`config.mk`:
```
export PLATFORM = sky130hd
export DESIGN_NAME = cmlink_tx_framer
export DESIGN_NICKNAME = d
export VERILOG_FILES = /design/src/rtl/cmlink_tx_framer.sv
export SDC_FILE = /design/constraint.sdc
export NUM_CORES = 1
export LEC_CHECK = 0
export BUFFER_PORTS_ARGS = -buffer_cell sky130_fd_sc_hd__clkbuf_2
export CORE_MARGIN = 10
export CORE_UTILIZATION = 40
export CTS_CLUSTER_DIAMETER = 120
export DETAILED_ROUTE_END_ITERATION = 12
export PLACE_DENSITY = 0.63
export SETUP_SLACK_MARGIN = 0.1
export SYNTH_ARGS = -nofsm -noshare
export SYNTH_HDL_FRONTEND = slang
export SYNTH_SLANG_ARGS = --single-unit
```
`constraint.sdc`:
```
create_clock -name i_clk -period 4.1 [get_ports i_clk]
set_input_delay 0.41 -clock i_clk [delete_from_list [all_inputs] [get_ports i_clk]]
set_output_delay 0.41 -clock i_clk [all_outputs]
set_load 0.01 [all_outputs]
```
`src/rtl/cmlink_tx_framer.sv`:
```
// Camera Link Base/Medium/Full word framer. Sources are DVP passthrough, a ramp/flat test
// pattern generator, or mute. Mode changes only take effect on frame boundaries.
module cmlink_tx_framer #(
   parameter int N_CHIP   = 1,
   parameter int H_ACTIVE = 1280,
   parameter int H_BLANK  = 64,
   parameter int V_ACTIVE = 1024,
   parameter int V_BLANK  = 16,
   localparam int NPORT   = (N_CHIP == 3) ? 8 : 3 * N_CHIP
) (
   input  logic                  i_clk,
   input  logic                  i_rst,
   input  logic [1:0]            i_mode,
   input  logic                  i_fvld,
   input  logic                  i_lvld,
   input  logic                  i_dvld,
   input  logic [8*NPORT-1:0]    i_data,
   output logic [28*N_CHIP-1:0]  o_cm_data,
   output logic [1:0]            o_mode,
   output logic [15:0]           o_frame_cnt,
   output logic                  o_sync_err
);
   localparam int VB_CYC = V_BLANK * (H_ACTIVE + H_BLANK);
   localparam int CW     = $clog2(VB_CYC + 1);
   localparam int YW     = $clog2(V_ACTIVE + 1);
   localparam int TW     = 24 * N_CHIP;
   localparam int OW     = 28 * N_CHIP;

   localparam logic [1:0] MODE_PASS = 2'd0;
   localparam logic [1:0] MODE_RAMP = 2'd1;
   localparam logic [1:0] MODE_FLAT = 2'd2;

   typedef enum logic [1:0] {
      ST_VBLANK = 2'd0,
      ST_ACTIVE = 2'd1,
      ST_HBLANK = 2'd2
   } gen_state_e;

   // Channel-Link TxIN ordering for one chip fed by ports P/Q/R.
   function automatic logic [27:0] map_chip(input logic [7:0] p, input logic [7:0] q,
                                            input logic [7:0] r, input logic lval,
                                            input logic fval, input logic dval);
      logic [27:0] w;
      w[4:0]   = p[4:0];
      w[5]     = p[7];
      w[6]     = p[5];
      w[9:7]   = q[2:0];
      w[10]    = q[6];
      w[11]    = q[7];
      w[14:12] = q[5:3];
      w[15]    = r[0];
      w[16]    = r[6];
      w[17]    = r[7];
      w[22:18] = r[5:1];
      w[23]    = 1'b0;
      w[24]    = lval;
      w[25]    = fval;
      w[26]    = dval;
      w[27]    = p[6];
      return w;
   endfunction

   gen_state_e         gen_state_q, gen_state_d;
   logic [CW-1:0]      cnt_q, cnt_d;
   logic [YW-1:0]      y_q, y_d;
   logic [7:0]         fidx_q, fidx_d;
   logic [1:0]         mode_q, mode_d;
   logic [OW-1:0]      cm_data_q, cm_data_d;
   logic [15:0]        frame_cnt_q, frame_cnt_d;
   logic               sync_err_q, sync_err_d;

   logic               gen_run_s, mode_load_s, gen_restart_s;
   logic               gen_fval_s, gen_active_s;
   logic               src_fval_s, src_lval_s, src_dval_s;
   logic [8*NPORT-1:0] taps_s;
   logic [TW-1:0]      taps_pad_s;

   // Generator state register.
   always_ff @(posedge i_clk) begin
      if (i_rst) begin
         gen_state_q <= ST_VBLANK;
      end else begin
         gen_state_q <= gen_state_d;
      end
   end

   // Pending mode request is only accepted at a boundary of the source currently in effect.
   always_comb begin
      gen_run_s = (mode_q == MODE_RAMP) || (mode_q == MODE_FLAT);
      case (mode_q)
         MODE_PASS:            mode_load_s = ~i_fvld;
         MODE_RAMP, MODE_FLAT: mode_load_s = (gen_state_q == ST_VBLANK);
         default:              mode_load_s = 1'b1;
      endcase
      gen_restart_s = mode_load_s && (i_mode != mode_q) &&
                      ((i_mode == MODE_RAMP) || (i_mode == MODE_FLAT));
      mode_d = mode_load_s ? i_mode : mode_q;
   end

   // Generator next state; cnt_q doubles as x during ACTIVE.
   always_comb begin
      gen_state_d = gen_state_q;
      cnt_d       = cnt_q;
      y_d         = y_q;
      fidx_d      = fidx_q;
      if (gen_restart_s) begin
         gen_state_d = ST_VBLANK;
         cnt_d       = '0;
         y_d         = '0;
         fidx_d      = 8'd0;
      end else if (gen_run_s) begin
         case (gen_state_q)
            ST_VBLANK: begin
               if (cnt_q == CW'(VB_CYC - 1)) begin
                  gen_state_d = ST_ACTIVE;
                  cnt_d       = '0;
               end else begin
                  cnt_d = cnt_q + CW'(1);
               end
            end
            ST_ACTIVE: begin
               if (cnt_q == CW'(H_ACTIVE - 1)) begin
                  gen_state_d = ST_HBLANK;
                  cnt_d       = '0;
               end else begin
                  cnt_d = cnt_q + CW'(1);
               end
            end
            ST_HBLANK: begin
               if (cnt_q != CW'(H_BLANK - 1)) begin
                  cnt_d = cnt_q + CW'(1);
               end else if (y_q == YW'(V_ACTIVE - 1)) begin
                  gen_state_d = ST_VBLANK;
                  cnt_d       = '0;
                  y_d         = '0;
                  fidx_d      = fidx_q + 8'd1;
               end else begin
                  gen_state_d = ST_ACTIVE;
                  cnt_d       = '0;
                  y_d         = y_q + YW'(1);
               end
            end
            default: begin
               gen_state_d = ST_VBLANK;
               cnt_d       = '0;
               y_d         = '0;
            end
         endcase
      end else begin
         gen_state_d = gen_state_q;
      end
   end

   // Generator sync outputs.
   always_comb begin
      case (gen_state_q)
         ST_ACTIVE: begin
            gen_fval_s   = 1'b1;
            gen_active_s = 1'b1;
         end
         ST_HBLANK: begin
            gen_fval_s   = 1'b1;
            gen_active_s = 1'b0;
         end
         default: begin
            gen_fval_s   = 1'b0;
            gen_active_s = 1'b0;
         end
      endcase
   end

   // Source select, chip mapping, frame counting and sync checking.
   always_comb begin
      taps_s     = '0;
      src_fval_s = 1'b0;
      src_lval_s = 1'b0;
      src_dval_s = 1'b0;
      case (mode_q)
         MODE_PASS: begin
            taps_s     = i_data;
            src_fval_s = i_fvld;
            src_lval_s = i_lvld;
            src_dval_s = i_dvld;
         end
         MODE_RAMP: begin
            src_fval_s = gen_fval_s;
            src_lval_s = gen_active_s;
            src_dval_s = gen_active_s;
            for (int p = 0; p < NPORT; p++) begin
               if (gen_active_s) begin
                  taps_s[8*p +: 8] = 8'(cnt_q) + 8'(y_q) + fidx_q + 8'(p);
               end else begin
                  taps_s[8*p +: 8] = 8'h00;
               end
            end
         end
         MODE_FLAT: begin
            src_fval_s = gen_fval_s;
            src_lval_s = gen_active_s;
            src_dval_s = gen_active_s;
            for (int p = 0; p < NPORT; p++) begin
               if (gen_active_s) begin
                  taps_s[8*p +: 8] = 8'h80;
               end else begin
                  taps_s[8*p +: 8] = 8'h00;
               end
            end
         end
         default: taps_s = '0;
      endcase
      // Full mode has no port for chip 2 slot R; zero padding supplies it.
      taps_pad_s = TW'(taps_s);
      cm_data_d  = '0;
      for (int k = 0; k < N_CHIP; k++) begin
         cm_data_d[28*k +: 28] = map_chip(taps_pad_s[24*k +: 8], taps_pad_s[24*k+8 +: 8],
                                          taps_pad_s[24*k+16 +: 8],
                                          src_lval_s, src_fval_s, src_dval_s);
      end
      frame_cnt_d = frame_cnt_q + {15'd0, cm_data_d[25] & ~cm_data_q[25]};
      sync_err_d  = sync_err_q | ((mode_q == MODE_PASS) &&
                    ((i_lvld & ~i_fvld) | (i_dvld & ~i_lvld)));
   end

   // Datapath and status registers.
   always_ff @(posedge i_clk) begin
      if (i_rst) begin
         cnt_q       <= '0;
         y_q         <= '0;
         fidx_q      <= 8'd0;
         mode_q      <= 2'd0;
         cm_data_q   <= '0;
         frame_cnt_q <= 16'd0;
         sync_err_q  <= 1'b0;
      end else begin
         cnt_q       <= cnt_d;
         y_q         <= y_d;
         fidx_q      <= fidx_d;
         mode_q      <= mode_d;
         cm_data_q   <= cm_data_d;
         frame_cnt_q <= frame_cnt_d;
         sync_err_q  <= sync_err_d;
      end
   end

   assign o_cm_data   = cm_data_q;
   assign o_mode      = mode_q;
   assign o_frame_cnt = frame_cnt_q;
   assign o_sync_err  = sync_err_q;
endmodule
```
Yosys cells after proc, flatten, opt, wreduce, memory -nomap -nowiden
Cells that the tools add are included.
- shift-type cells: 0
- order comparisons: 0
- multiplexer cells: 23
- reduce and logical (&&, ||, !) cells: 14
- $add $sub $neg: 8
- $mul: 0
- div/mod/pow operators: 0
- equal/unequal tests: 14
- bitwise operators: 10
- operators with widths (operator ; number):
    case mux 24 bit (3 select lines) ; 1
    two-way mux 15 bit ; 3
    case mux 15 bit (3 select lines) ; 1
    two-way mux 8 bit ; 4
    two-way mux 11 bit ; 2
    case mux 11 bit (2 select lines) ; 1
    adder 16 x 1 -> 16 bit ; 1
    adder 8 x 1 -> 8 bit, second input constant ; 2
    adder 8 bit ; 2
    adder 15 x 1 -> 15 bit, second input constant ; 1
    equality test 15 x 11 -> 1 bit, second input constant ; 1
    equality test 15 bit, second input constant ; 1
    != test 15 x 6 -> 1 bit, second input constant ; 1
    adder 11 x 1 -> 11 bit, second input constant ; 1
    equality test 11 x 10 -> 1 bit, second input constant ; 1
    adder 8 x 2 -> 8 bit, second input constant ; 1
    case mux 1 bit (2 select lines) ; 4
    AND reduction 4 bit ; 2
    OR reduction 2 bit ; 4
    equality test 2 x 1 -> 1 bit, second input constant ; 3
    equality test 2 bit, second input constant ; 3
    two-way mux 2 bit ; 3
    case mux 2 bit (3 select lines) ; 1
    NOT 1 bit ; 5
    10 further kinds ; 20
- bits in writable memories: 0
- memories kept: 0
- bits of input ports: 31
- register bits after elaboration: 83
- ROM bits: 0
- latch bits: 0

Longest topological paths before layout
Gate-level depths: netlist of run 1.
- word-level depth: 6
- mapped depth: 12

Least setup slack after synthesis of run 1
No wires, ideal clock.
- path type: register to register
- from: register cnt_q[1]
- to: register cm_data_q[10], in the netlist o_cm_data[10]
- arrival: 3021 ps
- path buffers: 0
- data required time: 3969 ps
- slack: 948 ps
- library setup time: 131 ps
- stages on the path, launching flop included: 12
- cell sequence: dfxtp_1 > inv_1 > fa_1 > inv_1 > ha_1 > fa_1 > a211oi_1 > nor2_1 > xor2_1 > or4b_1 > mux2i_1 > a21oi_1
- cells in the longest elaborated chain, start to end: 5
- RTL lines (element ; RTL line ; RTL):
    start, declared ; 64 ; logic [CW-1:0] cnt_q, cnt_d;
    start signal, assigned ; 235 ; cnt_q <= cnt_d;
    adder 8 bit (2 in a row) ; 191 ; taps_s[8*p +: 8] = 8'(cnt_q) + 8'(y_q) + fidx_q + 8'(p);
    adder 8 x 1 -> 8 bit ; 191 ;
    two-way mux 8 bit ; 190 ; if (gen_active_s) begin
    case mux 24 bit (3 select lines) ; 178 ; case (mode_q)
    end signal, assigned ; 239 ; cm_data_q <= cm_data_d;
    end, declared ; 68 ; logic [OW-1:0] cm_data_q, cm_data_d;
Every way passes these cells.
A chain may end at the register's enable or synchronous reset.

Worst setup path in the final report of run 1
Ends and elaborated chain as after synthesis.

==> results of run 1 <==
## power breakdown
part           internal, mW  switching, mW
Clock                 0.485          0.309
Sequential            0.835         0.0211
Combinational         0.101          0.169
## routing by layer
metal / part of all wire / vias up / wire length [um] / track usage
li1: - / 1943 / - / -
met1: 0.49 / 1823 / 5180 / 0.175
met4: 0.016 / 0 / 172 / 0.0541
met3: 0.048 / 14 / 505 / 0.0277
met5: 0 / - / 0 / 0
met2: 0.45 / 115 / 4750 / 0.212
## registers in the layout, indices dropped and copies added (netlist names)
| register | cells |
|---|---|
| o_sync_err | 1 |
| o_mode | 2 |
| y_q | 11 |
| cnt_q | 15 |
| o_frame_cnt | 16 |
| fidx_q | 8 |
| o_cm_data | 27 |
| gen_state_q | 2 |
## cell type report
| cell class | count | area [sq um] |
|---|---|---|
| Inverter | 22 | 82.6 |
| Tap cell | 140 | 175 |
| Timing Repair Buffer | 77 | 388 |
| Fill cell | 1034 | 5610 |
| Clock inverter | 6 | 136 |
| Clock buffer | 10 | 138 |
| Sequential cell | 82 | 1640 |
| Multi-Input combinational cell | 389 | 2570 |
## critical path: cells and delay by family (launching register included)
| family | cells | cell delay [ps] |
|---|---|---|
| simple gates | 2 | 620 |
| fa+ha+maj | 3 | 1160 |
| mux | 1 | 180 |
| xor+xnor | 1 | 420 |
| flops | 1 | 410 |
| compound gates | 2 | 400 |
| buf+inv | 2 | 120 |
## per-stage QoR
step	setup WS, ps	total power [mW]	cell area, sq um
5_1_grt	430	2.00	5130
3_5_place_dp	686	1.15	4860
6_report	644	1.92	5130
4_1_cts	628	1.93	5130
2_1_floorplan	948	1.05	4370
3_3_place_gp	771	1.14	4860
## cells by family after synthesis
| group | Yosys count | share of synthesized area |
|---|---|---|
| mux | 6 | 0.0137 |
| buf+inv | 39 | 0.0355 |
| compound gates | 103 | 0.151 |
| other cells | 1 | 0.000858 |
| flops | 82 | 0.376 |
| fa+ha+maj | 29 | 0.0968 |
| xor+xnor | 38 | 0.0762 |
| simple gates | 212 | 0.250 |
## synth_stat cells, drive strengths merged, types with 6 or more instances
library cell  number
xnor2             14
xor2              24
buf                6
nand4             10
o21ai             21
dfxtp             82
a22oi             18
nor3               8
ha                21
clkbuf            11
fa                 8
nor2b              8
or3                8
nand2             40
inv               22
and3              11
nor2              62
nor4               7
nand3             31
mux2i              6
a21oi             30
## path summary, 6_finish.rpt
kind	from	to	slack, ps	depth (start not counted)
max	cnt_q[1]	o_cm_data[10]	640	11
max reg2reg	cnt_q[1]	o_cm_data[10]	640	11
min	i_data[0]	o_cm_data[0]	290	3
min reg2reg	y_q[10]	y_q[10]	460	2
==> flow_metrics.tcl, run 1 <==
set metrics [dict create \
    outcome "finished clean" \
    drv_slew 0 \
    synth_top_cell_by_area "dfxtp_1" \
    ys_types 61 \
    ys_top_cells_by_area "dfxtp_1, ha_1, nor2_1, xor2_1, fa_1" \
    drt_drc_violations_left 0 \
    clk_path_buf_depth 2 \
    tightest_slew_ps 1070 \
    slew_headroom 0.282 \
    std_cell_rows 38 \
    p_per_area_mw_per_mm2 374 \
    grt_pass1_wl_mm 17.8 \
    vias_per_cell 5.37 \
    cp-start-kind "flop" \
    synth_area_per_cell_sq_um 8.57 \
    drt_pass1_iterations 5 \
    cts_tree "yes" \
    gp_congestion 0.820 \
    drtIter0Drc 304 \
    initial_core_util 0.407 \
    skew_ps 14.1 \
    cap_violations 0 \
    cp.required_ps 4330 \
    coreArea_sq_mm 0.0107 \
    min_path_type "in2reg" \
    fin_setup_tns_ps 0 \
    worstSkewPairLatency_ps 370 \
    vias 3895 \
    layout_commonest_cell "dfxtp_1" \
    htree_levels 3 \
    mostFrequentLayoutCells "dfxtp_1, clkbuf_2, nor2_1, nand2_1" \
    die_area_sq_mm 0.0155 \
    timing.fmax_ghz 0.289 \
    synth-seq-cells 82 \
    cts_resized 0 \
    rsz0062_at_grt "no" \
    overflow 0 \
    async_flop_share 0 \
    cp_slowest_cell "fa_1" \
    grt_usage 0.134 \
    grt_max_degree 30 \
    dp_hpwl_mm 8.03 \
    critical_path.max_fanout 7 \
    nets 641 \
    syn_area_sq_mm 0.00437 \
    ys.flop_type "dfxtp_1" \
    antenna-diode-count 0 \
    vdd_drop_max_mv 0.168 \
    setup_violations 0 \
    drive_gt1_frac 0.177 \
    min_period_ps 3460 \
    path_class "reg2reg" \
    clkTransAtPathRegs_ps 80 \
    end_kind "flop" \
    postCtsHoldBufs 0 \
    dp_cells 710 \
    yosys.area.top_type_share 0.376 \
    ys_seq_area_frac 0.376 \
    fin_crit_sh 0.843 \
    clock_sinks 82 \
    critPathMaxStageDelay_ps 530 \
    utilization 0.478 \
    crit_arrival_ps 3680 \
    die_h_um 125 \
    area_growth_pct 17.5 \
    hold_viol 0 \
    port_buffers 76 \
    postRouteAntennaNets 0 \
    final_cells 726 \
    postRouteWirelength_mm 10.6 \
    syn_nets 570 \
    detail_route.wl_per_cell_um 14.6 \
    io_pins 78 \
    post-cts-setup-buffers 0 \
    hold_slack_ps 288 \
    cp_cell_sequence "inv_1 > fa_1 > inv_1 > ha_1 > fa_1 > a211oi_1 > nor2_1 > xor2_1 > or4b_1 > mux2i_1 > a21oi_1" \
    synth-edff-count 0 \
    syn_inst 510 \
    antenna_found_initial 0 \
    cts_root_buf "clkbuf_8" \
    fp.dieW_um 125 \
    power_leakage_nw 2.18 \
    grt_pass1_vias 3728 \
    synth_warnings 0 \
    numCtsBuffers 9 \
]
Power figures use the tool's default switching activity.
==> inputs of run 2 (changes only) <==
- PLACE_DENSITY: 0.63 -> 0.66
- clock period: 4.1 -> 2.8 ns (I/O delays scaled with it)
==> run 2 against run 1 <==
Effect of this change:
- the run now ends with negative setup slack left
- register-to-register slack worse by 760 ps
- routed wire length increased by 2.7%
- die area unchanged
- largest cell class unchanged
- via count increased by 1.8%
- fmax is 18% higher
- core utilization is 2.8 points higher
- cell area grew 5.8%
- global-route usage increased by 0.34 points
- non-clock buffer count grew 39
- critical path depth unchanged
- critical endpoint is now o_cm_data[16]
- first-iteration DRC count rose by 1.3%
==> flow_metrics.tcl, run 2 (synthesis results as in run 1) <==
set metrics [dict create \
    final_cells 765 \
    crit_arrival_ps 3150 \
    hold_viol 0 \
    vias 3965 \
    area_growth_pct 24.4 \
    postRouteWirelength_mm 10.9 \
    postRouteAntennaNets 0 \
    drt_pass1_iterations 6 \
    fin_setup_tns_ps -464 \
    clock_sinks 82 \
    dp_hpwl_mm 8.20 \
    std_cell_rows 38 \
    io_pins 78 \
    drtIter0Drc 308 \
    setup_violations 5 \
    detail_route.wl_per_cell_um 14.2 \
    fp.dieW_um 125 \
    worst_slack_ps -119 \
    min_path_type "in2reg" \
    timing.fmax_ghz 0.343 \
    grt_pass1_vias 3818 \
    cts_root_buf "clkbuf_8" \
    largest_register_ffs 27 \
    dp_cells 743 \
    mostFrequentLayoutCells "dfxtp_1, clkbuf_2, nor2_1, nand2_1, buf_4" \
    pre_cts_slack_ps -89.7 \
    htree_levels 3 \
    die_area_sq_mm 0.0155 \
    grt_max_degree 29 \
    drt_drc_violations_left 0 \
    coreArea_sq_mm 0.0107 \
    gp_congestion 0.838 \
    cp-start-kind "flop" \
    power_leakage_nw 2.33 \
    grt_usage 0.138 \
    p_per_area_mw_per_mm2 459 \
    antenna-diode-count 0 \
    nets 680 \
    worstSkewPairLatency_ps 370 \
    drive_gt1_frac 0.261 \
    tightest_slew_ps 694 \
    numCtsBuffers 9 \
    cap_violations 0 \
    overflow 0 \
    violations "negative setup slack" \
    initial_core_util 0.407 \
    cp.required_ps 3030 \
    vias_per_cell 5.18 \
    drv_slew 0 \
    outcome "finished, violations left" \
    clk_path_buf_depth 2 \
    critical_path.max_fanout 3 \
    cts_tree "yes" \
    power_mw 2.50 \
    slew_headroom 0.533 \
    utilization 0.506 \
    antenna_found_initial 0 \
    postCtsHoldBufs 0 \
    die_h_um 125 \
    skew_ps 16.1 \
    port_buffers 76 \
    end_kind "flop" \
    fin_crit_sh 1.04 \
    min_period_ps 2920 \
    path_class "reg2reg" \
    layout_commonest_cell "dfxtp_1" \
    grt_pass1_wl_mm 18.2 \
    vdd_drop_max_mv 0.236 \
    clkTransAtPathRegs_ps 90 \
    rsz0062_at_grt "yes" \
]
run 2: worst paths after layout:
path | from | to | slack [ps] | depth (start not counted)
min reg2reg | y_q[10] | y_q[10] | 450 | 2
min | i_data[17] | o_cm_data[18] | 160 | 3
max reg2reg | cnt_q[1] | o_cm_data[16] | -120 | 11
max | cnt_q[1] | o_cm_data[16] | -120 | 11
run 2: per-stage QoR:
step	hold slack [ps]	area, sq um
final	155	5430
after global placement	442	5130
after floorplan	419	4390
after detailed placement	443	5130
after global routing	155	5430
after CTS	145	5370
run 2: area by class of cell:
cell class,count,area (sq um)
Clock buffer,9,124
Clock inverter,7,51.3
Multi-Input combinational cell,389,2660
Inverter,22,82.6
Sequential cell,82,1650
Fill cell,1004,5310
Timing Repair Buffer,116,697
Tap cell,140,175
run 2: worst max-delay path, stage by stage, from the launching register on:
cell and delay (ps):
dfxtp_2 340, inv_2 40, fa_1 520, inv_1 40, ha_2 190, fa_2 390, a211oi_4 250, nor2_2 80
xor2_2 200, or4b_4 480, mux2i_1 180, a21oi_1 80
run 2: power breakdown:
part / switching (mW) / internal, mW / leakage (nW)
sequential: 0.0266 / 1.22 / 0.669
clock: 0.465 / 0.328 / 0.0864
combinational: 0.264 / 0.187 / 1.58
run 2: routing by layer:
layer,GRT usage,vias to the layer above,share of wire
met5,0,-,0
met4,0.0425,0,0.013
li1,-,2017,-
met3,0.0396,11,0.056
met2,0.221,99,0.46
met1,0.174,1838,0.47
run 2: timing repair:
item	4_1_cts	5_1_grt
pin swaps	16	7
setup buffers	3	4
resized for setup	8	7
setup endpoints to repair	6	11
==> inputs of run 3 (changes only) <==
- PLACE_DENSITY: 0.66 -> 0.63
- clock period: 2.8 -> 2.9 ns (I/O delays scaled with it)
==> run 3 against run 2 <==
Effect of this change:
- the run now ends clean
- combinational power decreased by 7.5%
- largest power group unchanged
- sequential power fell by 3%
- sequential share of layout area increased by 0.34 points
- clock skew shrank 5.8 ps
- non-clock buffer count down 10
- critical path type unchanged
- clock power is 1% higher
==> flow_metrics.tcl, run 3 (synthesis results as in run 1) <==
set metrics [dict create \
    fp.dieW_um 125 \
    die_area_sq_mm 0.0155 \
    rr_worst_depth 11 \
    detail_route.wl_per_cell_um 14.5 \
    holdPathEnd "o_cm_data[18]" \
    setup_violations 0 \
    drtIter0Drc 291 \
    min_path_type "in2reg" \
    htree_levels 3 \
    critical_path.max_fanout 3 \
    fin_crit_sh 0.992 \
    vias 3914 \
    timing.rr.start "cnt_q[1]" \
    overflow 0 \
    tightest_slew_ps 571 \
    numCtsBuffers 9 \
    nets 670 \
    fin_setup_tns_ps 0 \
    drt_pass1_iterations 4 \
    grt_pass1_wl_mm 18.3 \
    power_leakage_nw 2.29 \
    initial_core_util 0.407 \
    rrSetupSlack_ps 20 \
    grt_usage 0.137 \
    outcome "finished clean" \
    io_pins 78 \
    intPower_mw 1.74 \
    n_fill_cell 1036 \
    rsz0062_at_grt "yes" \
    clock_power_share 0.331 \
    vias_per_cell 5.19 \
    worstSkewPairLatency_ps 360 \
    critPathMaxStageDelay_ps 520 \
    drt_drc_violations_left 0 \
    gp_congestion 0.811 \
    hp-start "i_data[17]" \
    antenna-diode-count 0 \
    p_switching_mw 0.689 \
    cts_tree "yes" \
    end_kind "flop" \
    skew_ps 10.3 \
    hold_viol 0 \
    cp-start-kind "flop" \
    drv_slew 0 \
    vdd_drop_max_mv 0.209 \
    port_buffers 76 \
    utilization 0.500 \
    whs_path_depth 3 \
    switching_share 0.283 \
    postRouteAntennaNets 0 \
    cp_cell_sequence "inv_2 > fa_1 > inv_1 > ha_2 > fa_2 > a211oi_4 > nor2_2 > xor2_2 > or4b_4 > mux2i_1 > a21oi_1" \
    drive_gt1_frac 0.251 \
    slew_headroom 0.620 \
    cp.required_ps 3120 \
    grt_max_degree 29 \
    area_growth_pct 23.0 \
    clock_sinks 82 \
    seq_power_share 0.498 \
    mostFrequentLayoutCells "dfxtp_1, clkbuf_2, nor2_1, nand2_1, buf_4" \
    coreArea_sq_mm 0.0107 \
    path_class "reg2reg" \
    path_buf_inv 2 \
    die_h_um 125 \
    grt_pass1_vias 3812 \
    clk_path_buf_depth 2 \
    clkTransAtPathRegs_ps 80 \
    crit_family "adder cells" \
    cp_slowest_cell "fa_1" \
    postRouteWirelength_mm 10.9 \
    cts_root_buf "clkbuf_8" \
    min_period_ps 2880 \
    std_cell_rows 38 \
    antenna_found_initial 0 \
    p_comb_frac 0.172 \
    timing.fmax_ghz 0.347 \
    dp_hpwl_mm 8.34 \
    crit_cells 11 \
    layout_commonest_cell "dfxtp_1" \
    r2r-end "o_cm_data[16]" \
    p_per_area_mw_per_mm2 453 \
    crit_arrival_ps 3100 \
    cap_violations 0 \
    largest_register_ffs 27 \
]
## run 3: area by class of cell
| class | count | area (sq um) | area share |
|---|---|---|---|
| Multi-Input combinational cell | 389 | 2680 | 0.499 |
| Sequential cell | 82 | 1650 | 0.306 |
| Timing Repair Buffer | 106 | 606 | 0.113 |
| Tap cell | 140 | 175 | 0.0326 |
| Clock buffer | 10 | 128 | 0.0237 |
| Inverter | 22 | 82.6 | 0.0154 |
| Clock inverter | 5 | 56.3 | 0.0105 |
## run 3: per-stage QoR
step / hold WS [ps] / setup slack, ps / area (sq um) / total power, mW / cells
floorplan: 422 / 12.2 / 4390 / 1.48 / 510
global placement: 442 / 51.0 / 5050 / 1.65 / 733
detailed placement: 446 / -45.5 / 5050 / 1.65 / 733
CTS: 163 / 11.0 / 5290 / 2.45 / 751
global route: 168 / -114 / 5370 / 2.55 / 754
finish: 169 / 22.2 / 5370 / 2.43 / 754
## run 3: power groups by stage
stage	Sequential, mW	Combinational [mW]	Clock, mW
finish	1.21	0.418	0.804
global route	1.22	0.466	0.870
CTS	1.21	0.417	0.823
detailed placement	1.24	0.416	0
global placement	1.24	0.410	0
floorplan	1.26	0.221	0
## run 3: worst reg2reg max path: cells and delay by family (launching register included)
| family | cells | cell delay, ps |
|---|---|---|
| xor+xnor | 1 | 150 |
| compound gates | 2 | 340 |
| fa+ha+maj | 3 | 1100 |
| mux | 1 | 180 |
| flops | 1 | 340 |
| buf+inv | 2 | 80 |
| simple gates | 2 | 550 |
## run 3: worst max-delay path by stage
stage                        start             to  slack [ps]
after floorplan           cnt_q[1]  o_cm_data[10]          10
after global placement    cnt_q[1]  o_cm_data[10]          50
after detailed placement  cnt_q[1]  o_cm_data[16]         -50
after CTS                 cnt_q[1]  o_cm_data[16]          10
after global routing      cnt_q[1]  o_cm_data[16]        -110
final                     cnt_q[1]  o_cm_data[16]          20
## run 3: layer usage
metal / global-route usage / vias up / share of wire
met3: 0.0374 / 14 / 0.050
met5: 0 / - / 0
li1: - / 1998 / -
met1: 0.176 / 1809 / 0.47
met4: 0.0452 / 0 / 0.016
met2: 0.217 / 93 / 0.46
## run 3: repair_timing
action / 4_1_cts / 5_1_grt
endpoints found under the setup margin: 3 / 9
gates resized for setup: 7 / 11
setup buffers: 4 / 5
pin swaps: 7 / 16
hold buffers: 0 / 0
